[config.mk]
export PLATFORM = sky130hd
export DESIGN_NAME = maq_ms
export DESIGN_NICKNAME = d
export VERILOG_FILES = /design/src/rtl/maq_ms.sv
export SDC_FILE = /design/constraint.sdc
export NUM_CORES = 1
export LEC_CHECK = 0
export CAP_MARGIN = 20
export CORE_ASPECT_RATIO = 0.75
export CORE_MARGIN = 2
export CORE_UTILIZATION = 55
export DETAILED_ROUTE_END_ITERATION = 10
export HOLD_SLACK_MARGIN = 0.02
export PLACE_DENSITY = 0.79
export RECOVER_POWER = 25
export SLEW_MARGIN = 0
export SYNTH_ARGS = -nofsm -noshare
export SYNTH_HDL_FRONTEND = slang
export SYNTH_SLANG_ARGS = --single-unit
[constraint.sdc]
create_clock -name maqms_clock -period 4.74 [get_ports maqms_clock]
set_input_delay 1.422 -clock maqms_clock [delete_from_list [all_inputs] [get_ports maqms_clock]]
set_output_delay 1.422 -clock maqms_clock [all_outputs]
set_load 0.02 [all_outputs]
[src/rtl/maq_ms.sv]
// Seconds/minutes timekeeping stage: 1 Hz prescaler plus BCD mm:ss counters,
// with the carry qualifiers the hours stage consumes on the same tick.
module maq_ms #(
    parameter int CLK_HZ = 50000000
) (
    input  logic       maqms_clock,
    input  logic       reset,
    input  logic       run,
    input  logic       set_m,
    output logic       enable_1hz,
    output logic [3:0] secs_lsd,
    output logic [2:0] secs_msd,
    output logic [3:0] mins_lsd,
    output logic [2:0] mins_msd,
    output logic       inc_m,
    output logic       inc_h
);

    localparam int            PW         = (CLK_HZ > 2) ? $clog2(CLK_HZ) : 1;
    localparam logic [PW-1:0] PRESC_LAST = PW'(CLK_HZ - 1);
    localparam logic [PW-1:0] PRESC_ONE  = PW'(1);

    // One base-60 field held as two BCD digits (tens 0-5, units 0-9).
    typedef struct packed {
        logic [2:0] msd;
        logic [3:0] lsd;
    } bcd60_t;

    function automatic logic bcd60_is_59(input bcd60_t v);
        return (v.msd == 3'd5) && (v.lsd == 4'd9);
    endfunction

    function automatic bcd60_t bcd60_inc(input bcd60_t v);
        bcd60_t res;
        res = v;
        if (v.lsd == 4'd9) begin
            res.lsd = 4'd0;
            res.msd = (v.msd == 3'd5) ? 3'd0 : v.msd + 3'd1;
        end else begin
            res.lsd = v.lsd + 4'd1;
        end
        return res;
    endfunction

    logic [PW-1:0] r_presc;
    bcd60_t        r_secs;
    bcd60_t        r_mins;

    logic [PW-1:0] w_presc_nxt;
    bcd60_t        w_secs_nxt;
    bcd60_t        w_mins_nxt;
    logic          w_tick;
    logic          w_secs_59;
    logic          w_mins_59;

    // The carries are unregistered so they line up with the tick at zero latency.
    assign w_tick    = run && !set_m && (r_presc == PRESC_LAST);
    assign w_secs_59 = bcd60_is_59(r_secs);
    assign w_mins_59 = bcd60_is_59(r_mins);

    always_comb begin
        // NOTE: every signal gets its hold value first so no path through the
        // branches below leaves one unassigned, which would infer a latch.
        w_presc_nxt = r_presc;
        w_secs_nxt  = r_secs;
        w_mins_nxt  = r_mins;

        if (set_m) begin
            // Time-setting step: no hour carry, restart the second from zero.
            w_presc_nxt = '0;
            w_secs_nxt  = '0;
            w_mins_nxt  = bcd60_inc(r_mins);
        end else if (run) begin
            w_presc_nxt = (r_presc == PRESC_LAST) ? '0 : r_presc + PRESC_ONE;
            if (w_tick) begin
                w_secs_nxt = bcd60_inc(r_secs);
                if (w_secs_59) begin
                    w_mins_nxt = bcd60_inc(r_mins);
                end
            end
        end
    end

    always_ff @(posedge maqms_clock or posedge reset) begin
        if (reset) begin
            r_presc <= '0;
            r_secs  <= '0;
            r_mins  <= '0;
        end else begin
            // NOTE: non-blocking assignments so every register samples the
            // pre-edge state, independent of statement order.
            r_presc <= w_presc_nxt;
            r_secs  <= w_secs_nxt;
            r_mins  <= w_mins_nxt;
        end
    end

    always_ff @(posedge maqms_clock) begin
        if (!reset) begin
            assert (r_secs.lsd <= 4'd9 && r_secs.msd <= 3'd5 &&
                    r_mins.lsd <= 4'd9 && r_mins.msd <= 3'd5);
        end
    end

    assign enable_1hz = w_tick;
    assign secs_lsd   = r_secs.lsd;
    assign secs_msd   = r_secs.msd;
    assign mins_lsd   = r_mins.lsd;
    assign mins_msd   = r_mins.msd;
    assign inc_m      = w_secs_59;
    assign inc_h      = w_mins_59;

endmodule

; Word-level counts from Yosys, hierarchy flattened
; Cells that the tools add are included.
[totals]
register_bits = 40
out_inout_bits = 17
[classes]
addsub = 5
eq_ne = 5
muxes = 16
reduce_logical = 12
[ops]
columns = cell, n
row1 = two-way mux 26 bit, 3
row2 = two-way mux 7 bit, 7
row3 = "adder 26 x 1 -> 26 bit, second input constant", 1
row4 = "equality test 26 bit, second input constant", 1
row5 = two-way mux 3 bit, 4
row6 = "adder 4 x 1 -> 4 bit, second input constant", 2
row7 = "equality test 4 bit, second input constant", 2
row8 = two-way mux 4 bit, 2
row9 = nonzero test 2 bit, 4
row10 = "adder 3 x 1 -> 3 bit, second input constant", 2
row11 = "equality test 3 bit, second input constant", 2
row12 = AND reduction 3 bit, 2
row13 = logical AND 1 bit, 4
row14 = AND reduction 2 bit, 1
row15 = zero test 1 bit, 1

; Longest topological paths before layout
; Gate-level depths: netlist of run 1.
[depth]
word_depth = 7
depth_mapped = 8

; Least setup slack after synthesis of run 1
; No wires, ideal clock.
[synth_timing]
path_kind = input-to-output
startpoint = in run
endpoint = out enable_1hz
arrival_time_ns = 2.400
required_ns = 3.318
path_slack_ns = 0.918
cell_stages = 4
cell_sequence = nand3_1 nor4_2 nand2_4 nor2_1
[synth_between]
elab_chain_cells = 2
[synth_rtl]
columns = item, line
row1 = start: declaration, 8  ; input logic run,
row2 = logical AND 1 bit (2 in series), 57  ; assign w_tick = run && !set_m && (r_presc == PRESC_LAST);
row3 = end: declaration, 10  ; output logic enable_1hz,
; Every way passes these cells.

; Worst setup path in the final report of run 1
; Ends and elaborated chain as after synthesis.

==> results of run 1 <==
==> placed cells by master, fill, tap and decap left out, types with 2 or more instances in the layout <==
cell             synthesis  final
xor2_1                   3      3
dfrtp_1                 40     40
nand2b_1                 3      3
nor3b_1                  2      2
inv_1                   12     12
nor2b_1                  3      3
xnor2_1                  3      3
a41oi_1                  2      2
clkbuf_1                 5      2
clkbuf_8                 0      5
a31oi_1                 10     10
nand3b_1                 4      4
or3_1                   13     13
o211ai_1                 5      5
nor4_1                   3      3
nand3_1                 20     20
nor2_1                  10     10
or4_1                    5      5
o21ai_0                 15     15
and4_1                   4      4
nor4_2                   2      2
ha_1                     3      3
o21bai_1                 2      2
or4bb_1                  2      2
a21oi_1                 17     16
nand2_1                 31     31
nor3_1                   3      3
nand4_1                  8      8
buf_4                    0      5
clkdlybuf4s50_1          0     19
==> per-stage QoR <==
stage | total power [mW] | std cells | cell area [um2] | worst slack (ps)
floorplan | 0.537 | 253 | 2290 | 918
global placement | 0.622 | 324 | 2560 | 159
detailed placement | 0.629 | 324 | 2560 | 131
CTS | 0.903 | 332 | 2670 | 128
global route | 0.945 | 332 | 2670 | 34.0
finish | 0.898 | 332 | 2670 | 136
==> final timing paths <==
path                                               from                       to  depth (start not counted)
worst max-delay path                                run               enable_1hz                          6
worst min-delay path            r_presc[25]$_DFFE_PP0P_  r_presc[25]$_DFFE_PP0P_                          1
worst max register to register   r_presc[8]$_DFFE_PP0P_  r_presc[11]$_DFFE_PP0P_                          6
worst min register to register  r_presc[25]$_DFFE_PP0P_  r_presc[25]$_DFFE_PP0P_                          1
max in group asynchronous                         reset  mins_msd[2]$_DFFE_PP0P_                          3
min in group asynchronous                         reset  r_presc[20]$_DFFE_PP0P_                          3
==> cell families (layout without fill, tap and decap cells) <==
family / after synthesis / count (layout) / synth area share
compound gates: 57 / 57 / 0.156
xor+xnor: 6 / 6 / 0.0230
fa+ha+maj: 3 / 3 / 0.0164
buf+inv: 22 / 46 / 0.0383
flops: 40 / 40 / 0.437
mux: 1 / 1 / 0.00492
simple gates: 124 / 124 / 0.324
==> power by group <==
group / leakage (nW) / switching [mW] / internal, mW
Clock: 0.0552 / 0.121 / 0.156
Combinational: 0.439 / 0.103 / 0.0992
Sequential: 0.543 / 0.0436 / 0.374
==> registers in the layout, indices dropped and copies added (netlist names) <==
register / count
secs_lsd: 4
mins_msd: 3
r_presc: 26
mins_lsd: 4
secs_msd: 3
==> routing by layer <==
layer  global-route usage  vias to the layer above
li1                     -                      983
met1                0.355                      964
met2                0.342                       55
met3               0.0619                        9
met4               0.0952                        0
met5                    0                        -
==> final cells by class <==
type / count / area (um2) / area share
well taps: 55 / 68.8 / 0.0258
inverters: 12 / 45.0 / 0.0169
clock buffers: 6 / 72.6 / 0.0272
repair buffers: 26 / 241 / 0.0905
multi-input cells: 191 / 1200 / 0.451
clock inverters: 2 / 35.0 / 0.0131
flip-flops and latches: 40 / 1000 / 0.375
==> metrics.cfg, run 1 <==
[synth]
ys_warn_count=0
async_flop_share=1.00
synth.most_common_cell=dfrtp_1
synth_cells=253
syn_area_per_cell_um2=9.05
synth_common_cells=dfrtp_1, nand2_1, nand3_1
yosysTopAreaCellShare=0.437
ys_ff_latch=40
synth_cell_types=47
seq_area_frac_synth=0.437
synth_edf_count=0
ys_dominant_reg_cell=dfrtp_1
syn_nets=260
synth_area_um2=2290
synth.largest_area_cell=dfrtp_1
synthTopCellsByArea=dfrtp_1, nand2_1, nand3_1

[setup_path]
cpMostUsedCell=clkdlybuf4s50_1
cp_num_buf_inv=2
slowest_delay_ps=610
cp_top_family=buffers and inverters
slowest_stage=clkdlybuf4s50_1
critPathLaunchType=primary input
required_ps=3320
reg2reg_slack_ps=2110
crit_type=primary input to output port
worstPathCellList=clkdlybuf4s50_1 -> nand3_1 -> nor4_2 -> nand2_4 -> nor2_1 -> clkdlybuf4s50_1
cp_max_fo=9
endpoint_kind=output port
cp.arrival_ps=3180

[detailed_routing]
drt-pass1-iter-count=4
drtIter0Drc=132
met2WireLength_um=2170
num_vias=2011
wl_per_cell_um=15.1
highest_layer=met4
drc_errors=0
wl_met3_um=302
vias_per_cell=6.06
wl_um=5020
ant_nets=0
wl_met1_um=2470

[job]
drv_cap=1

[floorplan]
die_width_um=78.5
design.portCount=21
rows=20
die_y_um=59.9
fp.coreArea_um2=4030
design.die.area_um2=4700
start_util=0.568

[timing]
finalSetupViolations=0
tns_ps=0
tightest_slew_ps=2150
final.setup_skew_ps=3.95
clock.fmax_mhz=217
fin_crit_sh=0.971
hold_viol=0
fin_hold_ws_ps=493
finalCriticalPeriod_ps=4600
slew_viol_final=41
relSlewSlack=-0.432
rsz0062_at_grt=no

[global_route]
grt_max_degree=41
grt_usage=0.242
grt_pass1_vias=1722
overflow=0
antenna_found_initial=0
grt_pass1_wl_um=8610

[cts]
h-tree-depth=2
ctsResizeCount=0
cts_setup_buffers=0
clock_latency_ps=290
cts_buffers=5
cts_tree=done
clockBufferDepth=2
path_clk_slew_ps=70
postCtsHoldBufs=0
cts-root-buf=clkbuf_8
clock-sinks=40

[layout]
antenna-diode-count=0
layout.nets=283
syn2layout_area_growth_pct=16.6
drive_gt1_frac=0.0939
final_util=0.662
nFillCells=323

[worst_hold_path]
hold_path_class=flop to flop

[power_and_ir_drop]
p_leak_nw=1.04
p_per_area_nw_per_um2=336
ir_drop_uv=208

[place]
gp_congestion=0.852
hpwlAfterDp_um=3540
io_buffers=20

[run_status]
failed_checks=capacitance limit, slew limit
status=complete, but fails checks

Note: power is estimated with default switching activity, not from simulation.
==> run 2, diff against run 1 <==
--- a/config.mk
+++ b/config.mk
@@ -13,6 +13,7 @@
 export HOLD_SLACK_MARGIN = 0.02
 export PLACE_DENSITY = 0.79
 export RECOVER_POWER = 25
+export REMOVE_ABC_BUFFERS = 1
 export SLEW_MARGIN = 0
 export SYNTH_ARGS = -nofsm -noshare
 export SYNTH_HDL_FRONTEND = slang
==> constraint.sdc (replaced) <==
create_clock -name maqms_clock -period 4.8 [get_ports maqms_clock]
set_input_delay 1.44 -clock maqms_clock [delete_from_list [all_inputs] [get_ports maqms_clock]]
set_output_delay 1.44 -clock maqms_clock [all_outputs]
set_load 0.02 [all_outputs]
==> metrics.cfg, run 2 (synthesis results as in run 1) <==
[run_status]
status=finished, final reports clean

[place]
gp_congestion=0.909  ; +6.7%
placed_cell_area_um2=2560  ; -0.29%
hpwlAfterDp_um=3580  ; +1.2%
io_buffers=20  ; unchanged

[worst_hold_path]
whs_path_depth=1  ; unchanged
hold_path_class=flop to flop
hp-start=r_presc[25]$_DFFE_PP0P_

[layout]
syn2layout_area_growth_pct=15.5
mostFrequentLayoutCell=dfrtp_1
drive_gt1_frac=0.0870  ; -0.00691
layout.nets=282  ; -0.35%
regMostFlops=r_presc
largest_reg_flops=26  ; unchanged
antenna-diode-count=0  ; unchanged
final_util=0.656  ; -0.00621
most-common-layout-cells=dfrtp_1, nand2_1, nand3_1, clkdlybuf4s50_1, a21oi_1
final_cell_area_um2=2640  ; -0.94%

[timing]
finalSetupViolations=0  ; unchanged
relSlewSlack=0.244  ; +0.676
clock.fmax_mhz=215
fin_crit_sh=0.971
tns_ps=0  ; unchanged
rsz0062_at_grt=no
hold_viol=0  ; unchanged
slew_viol_final=0  ; -100%
fin_hold_ws_ps=488  ; -4.54 ps
tightest_slew_ps=1130  ; -1010 ps
final.setup_skew_ps=2.15  ; -1.81 ps
finalCriticalPeriod_ps=4660

[setup_path]
cp.arrival_ps=3220  ; +40 ps
crit_type=primary input to output port
required_ps=3360  ; +40 ps
critPathLaunchType=primary input
reg2reg_slack_ps=2200  ; +90 ps
cp_max_fo=9  ; unchanged
endpoint_kind=output port
r2r_cells=6  ; unchanged
crit_path_end=enable_1hz
crit_path_start=run
timing.rr.end=r_presc[5]$_DFFE_PP0P_
r2r_start=r_presc[8]$_DFFE_PP0P_

[detailed_routing]
drtIter0Drc=175  ; +33%
wl_um=5030  ; +0.20%
num_vias=2007  ; -0.20%
ant_nets=0  ; unchanged
drc_errors=0  ; unchanged
drt-pass1-iter-count=4  ; unchanged
vias_per_cell=6.06  ; +0.10%
wl_per_cell_um=15.2  ; +0.50%

[cts]
cts_setup_buffers=0  ; unchanged
path_clk_slew_ps=70  ; about the same
cts_tree=done
clock_latency_ps=290  ; about the same
postCtsHoldBufs=0  ; unchanged
cts_buffers=5  ; unchanged
ctsResizeCount=0  ; unchanged
cts-root-buf=clkbuf_8
clockBufferDepth=2  ; unchanged
h-tree-depth=2  ; unchanged
clock-sinks=40  ; unchanged

[floorplan]
design.portCount=21  ; unchanged
rows=20  ; unchanged
die_width_um=78.5  ; unchanged
die_y_um=59.9  ; unchanged
design.die.area_um2=4700  ; unchanged
fp.coreArea_um2=4030  ; unchanged
start_util=0.568  ; unchanged

[global_route]
grt_pass1_wl_um=8570  ; -0.49%
grt_pass1_vias=1776  ; +3.1%
grt_usage=0.237  ; -0.00451
antenna_found_initial=0  ; unchanged
overflow=0  ; unchanged
grt_max_degree=22  ; -46%

[job]
drv_cap=0  ; -1

[power_and_ir_drop]
p_leak_nw=1.02  ; -1.4%
p_per_area_nw_per_um2=320  ; -4.8%
power.total_mw=0.846  ; -5.7%
ir_drop_uv=180  ; -14%

## run 2: critical path, cell delays in order
cell and delay (ps):
clkdlybuf4s50_1 490, nand3_1 120, nor4_2 320, nand2_4 130, nor2_1 130, clkdlybuf4s50_1 600
## run 2: area by class of cell
type / count / area, um2
fillers: 339 / 1390
clock buffers: 8 / 90.1
inverters: 12 / 45.0
repair buffers: 25 / 234
flip-flops and latches: 40 / 1000
well taps: 55 / 68.8
multi-input cells: 191 / 1200
## run 2: routing by layer
metal / global-route usage / part of all wire / vias up
met1: 0.355 / 0.49 / 959
met5: 0 / 0 / -
li1: - / - / 984
met3: 0.0544 / 0.058 / 8
met4: 0.0677 / 0.012 / 0
met2: 0.346 / 0.44 / 56
## run 2: power breakdown
group | switching, mW | leakage (nW) | internal, mW
clock | 0.116 | 0.0455 | 0.117
combinational | 0.102 | 0.434 | 0.0973
sequential | 0.0439 | 0.543 | 0.369
## run 2: worst min-delay path by stage
stage                               to  slack (ps)
6_report       r_presc[25]$_DFFE_PP0P_         490
4_1_cts        r_presc[25]$_DFFE_PP0P_         490
5_1_grt        r_presc[25]$_DFFE_PP0P_         510
3_3_place_gp   r_presc[25]$_DFFE_PP0P_         470
3_5_place_dp   r_presc[25]$_DFFE_PP0P_         480
2_1_floorplan  r_presc[25]$_DFFE_PP0P_         430
## run 2: stage by stage
| step | worst slack, ps | instances |
|---|---|---|
| after global routing | 29.9 | 331 |
| after CTS | 127 | 331 |
| after floorplan | 942 | 243 |
| after detailed placement | 140 | 323 |
| after global placement | 187 | 323 |
| final | 138 | 331 |
==> run 3, diff against run 2 <==
--- a/config.mk
+++ b/config.mk
@@ -10,8 +10,9 @@
 export CORE_MARGIN = 2
 export CORE_UTILIZATION = 55
 export DETAILED_ROUTE_END_ITERATION = 10
+export DONT_BUFFER_PORTS = 1
 export HOLD_SLACK_MARGIN = 0.02
-export PLACE_DENSITY = 0.79
+export PLACE_DENSITY = 0.72
 export RECOVER_POWER = 25
 export REMOVE_ABC_BUFFERS = 1
 export SLEW_MARGIN = 0
==> metrics.cfg, run 3 (synthesis results as in run 1) <==
[power_and_ir_drop]
p_per_area_nw_per_um2=321  ; +0.15%
p_leak_nw=0.945  ; -7.6%
power.total_mw=0.779  ; -7.9%
ir_drop_uv=196  ; +9.2%

[cts]
h-tree-depth=2  ; unchanged
path_clk_slew_ps=80  ; about the same
postCtsHoldBufs=0  ; unchanged
clock-sinks=40  ; unchanged
cts_tree=done
cts-root-buf=clkbuf_8
clockBufferDepth=2  ; unchanged
cts_setup_buffers=0  ; unchanged
clock_latency_ps=290  ; about the same
cts_buffers=5  ; unchanged
ctsResizeCount=0  ; unchanged

[place]
gp_congestion=0.847  ; -6.8%
dp_slack_ps=841  ; +702 ps
dp_cells=300  ; -7.1%
io_buffers=0  ; -100%
placed_cell_area_um2=2330  ; -8.7%
hpwlAfterDp_um=3240  ; -9.5%

[layout]
final_cell_area_um2=2430  ; -8.0%
regMostFlops=r_presc
ff_latch_area_um2=1000  ; unchanged
largest_reg_flops=26  ; unchanged
layout.nets=260  ; -7.8%
antenna-diode-count=0  ; unchanged
drive_gt1_frac=0.0945  ; +0.00753
multi_input_area_um2=1200  ; unchanged
syn2layout_area_growth_pct=6.18
most-common-layout-cells=dfrtp_1, nand2_1, nand3_1, a21oi_1, o21ai_0
nFillCells=346  ; +2.1%
finalNonFillerCells=309  ; -6.6%
mostFrequentLayoutCell=dfrtp_1

[global_route]
grt_usage=0.216  ; -0.0212
antenna_found_initial=0  ; unchanged
grt_max_degree=41  ; +86%
grt_pass1_vias=1638  ; -7.8%
grt_pass1_wl_um=7890  ; -8.0%
overflow=0  ; unchanged

[setup_path]
cp_max_fo=9  ; unchanged
timing.rr.end=r_presc[20]$_DFFE_PP0P_
cp.arrival_ps=2500  ; -720 ps
r2r_cells=6  ; unchanged
endpoint_kind=output port
crit_type=primary input to output port
critPathLaunchType=primary input
r2r_start=r_presc[0]$_DFFE_PP0P_
required_ps=3360  ; about the same
reg2reg_slack_ps=2290  ; +90 ps

[detailed_routing]
wl_um=4800  ; -4.6%
wl_met1_um=2390  ; -3.2%
wl_met3_um=269  ; -7.6%
wl_per_cell_um=15.5  ; +2.2%
met2WireLength_um=2100  ; -4.6%
highest_layer=met4
drc_errors=0  ; unchanged
drt-pass1-iter-count=4  ; unchanged
ant_nets=0  ; unchanged
num_vias=1905  ; -5.1%
vias_per_cell=6.17  ; +1.7%
drtIter0Drc=92  ; -47%

[timing]
relSlewSlack=-0.435  ; -0.679
tns_ps=0  ; unchanged
rsz0062_at_grt=no
fin_crit_sh=0.822  ; -0.150
hold_viol=0  ; unchanged
slew_viol_final=41  ; +41
clock.fmax_mhz=254  ; +18%
finalSetupViolations=0  ; unchanged
tightest_slew_ps=2150  ; +1020 ps
final.setup_skew_ps=6.88  ; +4.74 ps
setup_ws_ps=856  ; +718 ps
finalCriticalPeriod_ps=3940  ; -718 ps

[floorplan]
die_y_um=59.9  ; unchanged
start_util=0.568  ; unchanged
rows=20  ; unchanged
design.die.area_um2=4700  ; unchanged
fp.coreArea_um2=4030  ; unchanged
die_width_um=78.5  ; unchanged
design.portCount=21  ; unchanged

[run_status]
failed_checks=capacitance limit, slew limit
status=complete, but fails checks

[worst_hold_path]
hp-start=r_presc[25]$_DFFE_PP0P_
min_to=r_presc[25]$_DFFE_PP0P_
hold_path_class=flop to flop
whs_path_depth=1  ; unchanged

[job]
drv_cap=1  ; +1

==> run 3: per-layer routing <==
| layer | vias up | GRT usage |
|---|---|---|
| li1 | 940 | - |
| met1 | 919 | 0.320 |
| met2 | 41 | 0.318 |
| met3 | 5 | 0.0574 |
| met4 | 0 | 0.0501 |
| met5 | - | 0 |
==> run 3: layout make-up <==
type | count | share of cell area
clock buffers | 6 | 0.0340
clock inverters | 2 | 0.00412
inverters | 12 | 0.0185
multi-input cells | 191 | 0.495
flip-flops and latches | 40 | 0.412
well taps | 55 | 0.0283
repair buffers | 3 | 0.00772
==> run 3: how the worst max path moves through the flow <==
stage | end | cells past startpoint | from | slack (ps)
floorplan | enable_1hz | 4 | run | 940
global placement | enable_1hz | 4 | run | 870
detailed placement | enable_1hz | 4 | run | 840
CTS | enable_1hz | 4 | run | 850
global route | enable_1hz | 4 | run | 710
finish | enable_1hz | 4 | run | 860
==> run 3: worst max-delay path, stage by stage <==
cell	delay, ps
nand3_1	100
nor4_2	480
nand2_4	140
nor2_1	340
==> run 3: metrics by stage <==
step,util,hold slack (ps)
global route,0.603,506
finish,0.603,492
detailed placement,0.579,467
floorplan,-,428
global placement,0.579,449
CTS,0.602,496
==> run 3: power by group <==
part	leakage [nW]	total (mW)	internal [mW]	switching, mW
combinational	0.351	0.0947	0.0456	0.0491
clock	0.0510	0.232	0.115	0.117
sequential	0.543	0.453	0.369	0.0840
==> patch 1: new RTL, flow settings as in run 3 <==
The parameter `CLK_HZ` goes from 50000000 to 25000000.
--- a/src/rtl/maq_ms.sv
+++ b/src/rtl/maq_ms.sv
@@ -3,3 +3,3 @@
 module maq_ms #(
-    parameter int CLK_HZ = 50000000
+    parameter int CLK_HZ = 25000000
 ) (
Behaviour: same outputs for any inputs over 10 cycles, from zero or initial values and one cycle with reset high; that may be too few to reach the edited logic, so the function may still have changed.
==> patch 1 against run 3 <==
Critical path type unchanged; worst setup slack improved by 0.44 ns; total power increased by 1.7%; sequential cell count decreased by 1; the run still ends with max-capacitance violations, max-slew violations left; global-route usage increased by 0.73 points; final area increased by 0.51%; critical endpoint unchanged; sequential share of layout area decreased by 1.2 points; routed wire length increased by 0.40%; area after synthesis decreased by 1.1%.
==> patch 1: results (changes against run 3) <==
[worst_setup_path]
crit_slowest_cell=nor3_1
slowest_delay_ns=0.55  ; +0.07 ns
timing.rr.start=secs_lsd[0]
path_class=input port to output port
crit_family=simple AND/OR/NAND/NOR gates
crit_start=run
cp_max_fo=8  ; -1
crit_arrival_ns=2.06  ; -0.44 ns

[outcome]
failed_checks=max-capacitance violations, max-slew violations
status=complete, but fails checks

[drt]
wire_per_inst_um=15.7  ; +1.1%
dr.pass1.iters=4  ; unchanged
remaining_drc_errors=0  ; unchanged
routed-wl-met2_mm=2.08  ; -1.1%
wl_met1_mm=2.46  ; +2.6%
dr_total_vias=1869  ; -1.9%
drtIter0Drc=125  ; +36%
top_layer=met4
wl_met3_um=268  ; -0.37%
vias_per_cell=6.09  ; -1.3%

[timing]
max-slew-margin-rel_pct=-17.8  ; +26 points
fin_crit_ns=3.50  ; -0.444 ns
skew_ns=0.00534  ; -0.00155 ns
report.final.slew_viol_count=34  ; -17%

[pwr]
ir_drop_v=0.000199  ; +1.3%
p_leak_uw=0.000993  ; +5.1%

[clocking]
htreeDepth=2  ; unchanged
cts_root_buffer=clkbuf_8
clock_latency_ns=0.29  ; about the same
numCtsBuffers=5  ; unchanged
clock_path_buffers=2  ; unchanged
post_cts_resize_count=0  ; unchanged
postCtsSetupBuffers=0  ; unchanged
clk_pin_slew_ns=0.07

[final_layout]
largest_reg_flops=25  ; -3.8%
layout-drive-gt1-share_pct=9.52  ; +0.075 points
regMostFlops=r_presc
nets=258  ; -0.77%
antenna_cells=0  ; unchanged

[flow_run]
cap_viol_max_count=1  ; unchanged

[synthesis]
ys.warnings.count=0  ; unchanged
ys_top_cells_by_count=39 x dfrtp_1, 26 x nand3_1, 20 x nand2_1, 18 x nor2_1, 13 x a21oi_1
ys_async_sr_fraction_pct=100  ; unchanged
ys_seq_area_share_pct=43.1  ; -0.62 points
synthCells=249  ; -1.6%
synth.area.top_cells=dfrtp_1 43%, nand3_1 5.7%, nand2_1 3.3%
ys_types=48  ; +2.1%

[placement]
port_buffers=0  ; unchanged
hpwl_mm=3.39  ; +4.5%
gp_congestion=0.791  ; -6.5%
dp.cells=297  ; -1.0%

[grt]
grt_pass1_wl_mm=7.90  ; +0.18%
track_usage_pct=22.3  ; +0.73 points
grt_max_degree=34  ; -17%
grt_antenna_before_repair=0  ; unchanged
grt_pass1_vias=1660  ; +1.3%

[min_path]
hp-class=flip-flop to flip-flop
hold_path.startpoint=r_presc[11]

==> patch 1: cell count changes in the layout (fill, tap and decap cells not counted), sizes merged, moves of 4 or more <==
| cell | before | now |
|---|---|---|
| nand2b | 3 | 7 |
| o211ai | 5 | 9 |
| or3 | 14 | 10 |
| nand2 | 32 | 20 |
| a31oi | 11 | 7 |
| nor3 | 3 | 8 |
| o21ai | 15 | 11 |
| mux2i | 0 | 4 |
| nand3 | 20 | 27 |
| nor2 | 10 | 18 |
==> patch 1: cell families (layout without fill, tap and decap cells) <==
logic type               after synthesis  after routing  synth area share, %
flip-flops                            39             39                 43.1
multiplexers                           8              8                 3.76
AND/OR/NAND/NOR                      129            129                 33.6
XOR/XNOR                               5              5                 1.94
AO/OA/AOI/OAI                         47             47                 12.8
buffers and inverters                 18             21                 3.15
adder cells (fa/ha/maj)                3              3                 1.66
==> patch 1: worst paths after layout <==
check / end / slack [ns] / depth (start not counted)
max: enable_1hz / 1.30 / 2
min: r_presc[11] / 0.54 / 1
max reg2reg: mins_msd[2] / 2.55 / 6
min reg2reg: r_presc[11] / 0.54 / 1
max in group asynchronous: mins_lsd[0] / 1.92 / 2
min in group asynchronous: mins_lsd[2] / 0.96 / 1
==> patch 1: per-layer routing <==
| metal | track usage, % | up-vias |
|---|---|---|
| met3 | 7.62 | 3 |
| met2 | 31.7 | 43 |
| li1 | - | 927 |
| met4 | 8.02 | 0 |
| met1 | 31.9 | 896 |
| met5 | 0 | - |
==> patch 1: stage by stage <==
step                      hold slack, ns  area (um^2)  power (uW)  setup WS (ns)
after global placement             0.533         2310         512           1.31
after detailed placement           0.534         2310         517           1.29
after global routing               0.587         2440         832           1.25
after floorplan                    0.501         2230         492           1.39
after CTS                          0.542         2420         799           1.29
final                              0.540         2440         792           1.30
==> patch 1: area by class of cell <==
| type | count | area (um^2) |
|---|---|---|
| clock buffer | 6 | 82.6 |
| inverter | 10 | 37.5 |
| multi-input combinational | 192 | 1220 |
| clock inverter | 2 | 35.0 |
| sequential | 39 | 976 |
| timing repair buffer | 3 | 26.3 |
| fill | 349 | 1560 |
| tap | 55 | 68.8 |
==> patch 1: where the power goes <==
group	total, uW	switching (uW)	internal (uW)
Sequential	426	71.1	355
Clock	281	113	168
Combinational	85.1	44.3	40.8
==> patch 2: new RTL, config.mk and constraints of run 3 <==
Without the edit above. Add an input register stage for `run` and `set_m`, cleared by the reset; this delays them by one clock.
--- a/src/rtl/maq_ms.sv
+++ b/src/rtl/maq_ms.sv
@@ -27,2 +27,15 @@
     } bcd60_t;
+
+    logic run_q;
+    logic set_m_q;
+
+    always_ff @(posedge maqms_clock or posedge reset) begin
+        if (reset) begin
+            run_q   <= '0;
+            set_m_q <= '0;
+        end else begin
+            run_q   <= run;
+            set_m_q <= set_m;
+        end
+    end
 
@@ -56,3 +69,3 @@
     // The carries are unregistered so they line up with the tick at zero latency.
-    assign w_tick    = run && !set_m && (r_presc == PRESC_LAST);
+    assign w_tick    = run_q && !set_m_q && (r_presc == PRESC_LAST);
     assign w_secs_59 = bcd60_is_59(r_secs);
@@ -67,3 +80,3 @@
 
-        if (set_m) begin
+        if (set_m_q) begin
             // Time-setting step: no hour carry, restart the second from zero.
@@ -72,3 +85,3 @@
             w_mins_nxt  = bcd60_inc(r_mins);
-        end else if (run) begin
+        end else if (run_q) begin
             w_presc_nxt = (r_presc == PRESC_LAST) ? '0 : r_presc + PRESC_ONE;
Function: changed (Yosys sat finds a counterexample within 4 cycles, from zero or initial values and one cycle with reset high).
==> patch 2 against run 3 <==
Total power increased by 2.9%; global-route usage increased by 2.7 points; sequential cell count increased by 2; largest cell class unchanged; sequential share of layout area increased by 1.1 points; area after synthesis increased by 2.2%; combinational power decreased by 3.4%; worst setup slack improved by 0.043 ns; routed wire length increased by 9.2%; final area increased by 2.2%; highest routed layer unchanged; the flow still finishes with violations (max-capacitance violations, max-slew violations); synthesized cell count increased by 0.79%; largest power group unchanged.
==> patch 2: results (changes against run 3) <==
[synthesis]
ys_top_cells_by_count=42 x dfrtp_1, 31 x nand2_1, 20 x nand3_1, 17 x a21oi_1, 15 x o21ai_0
ys_types=47  ; unchanged
muxShareOfSynthArea_pct=0.482  ; -0.011 points
ys_seq_area_share_pct=44.9  ; +1.2 points
synth-compound-area-share_pct=15.3  ; -0.33 points
ys.warnings.count=0  ; unchanged
synth.area.top_cells=dfrtp_1 45%, nand2_1 5.0%, nand3_1 4.3%
synth_fa_ha_area_share_pct=1.61  ; -0.035 points
synthCells=255  ; +0.79%
yosys.area_share.xor_xnor_pct=2.25  ; -0.049 points

[worst_setup_path]
ff2ff_setup_slack_ns=2.22  ; -0.07 ns
timing.rr.start=r_presc[0]
crit_arrival_ns=2.46  ; -0.04 ns
slowest_delay_ns=0.71  ; +0.23 ns
r2r_end=secs_lsd[2]

[drt]
wl_met3_um=253  ; -5.9%
drtIter0Drc=166  ; +80%
routed_wl_mm=5.24  ; +9.2%
top_layer=met4
wl_met1_mm=2.53  ; +5.9%
dr_total_vias=1939  ; +1.8%
routed-wl-met2_mm=2.38  ; +13%

[outcome]
failed_checks=max-capacitance violations, max-slew violations
status=complete, but fails checks

[timing]
report.final.slew_viol_count=39  ; -4.9%
skew_ns=0.00822  ; +0.00134 ns
tightest_slew_ns=2.02  ; -0.128 ns
hold_ws_ns=0.498  ; +0.00605 ns

[grt]
use_met1_pct=36.6  ; +4.6 points
track_usage_pct=24.3  ; +2.7 points
met2_usage_pct=34.9  ; +3.1 points
grt_max_degree=39  ; -4.9%
grt_use_met3_pct=4.91  ; -0.83 points
grt_pass1_vias=1790  ; +9.3%
grt_pass1_wl_mm=8.89  ; +13%

[flow_run]
cap_viol_max_count=1  ; unchanged

[placement]
postPlaceCellArea_mm2=0.00238  ; +2.1%
dp.cells=302  ; +0.67%
hpwl_mm=3.61  ; +11%
port_buffers=0  ; unchanged
pre_cts_ws_ns=1.23  ; +0.393 ns
gp_congestion=0.873  ; +3.2%

[clocking]
clk_pin_slew_ns=0.08  ; about the same
clock_latency_ns=0.30

[final_layout]
final_core_util_pct=60.9  ; +0.55 points
layout-drive-gt1-share_pct=9.38  ; -0.074 points
stdcell_count=311  ; +0.65%
nFillCells=343  ; -0.87%

[min_path]
holdPathStages=1  ; unchanged

[pwr]
p_leak_uw=0.000962  ; +1.8%
ir_drop_v=0.000206  ; +5.2%

[floorplanning]
start_util_pct=57.3  ; +0.53 points

==> patch 2: how the worst max path moves through the flow <==
| stage | from | to | slack [ns] |
|---|---|---|---|
| 2_1_floorplan | r_presc[0] | enable_1hz | 1.50 |
| 3_3_place_gp | r_presc[0] | enable_1hz | 1.38 |
| 3_5_place_dp | r_presc[0] | enable_1hz | 1.23 |
| 4_1_cts | r_presc[0] | enable_1hz | 0.89 |
| 5_1_grt | r_presc[0] | enable_1hz | 0.65 |
| 6_report | r_presc[0] | enable_1hz | 0.90 |
==> patch 2: power by group <==
part | internal, uW | total [uW] | switching [uW]
Sequential | 384 | 469 | 84.8
Combinational | 43.4 | 91.5 | 48.1
Clock | 116 | 241 | 126
==> patch 2: cell type report <==
class	count	share of cell area, %
well taps	55	2.77
inverters	12	1.81
multi-input cells	191	48.5
repair buffers	3	0.756
clock buffers	6	3.33
flip-flops and latches	42	42.3
clock inverters	2	0.504
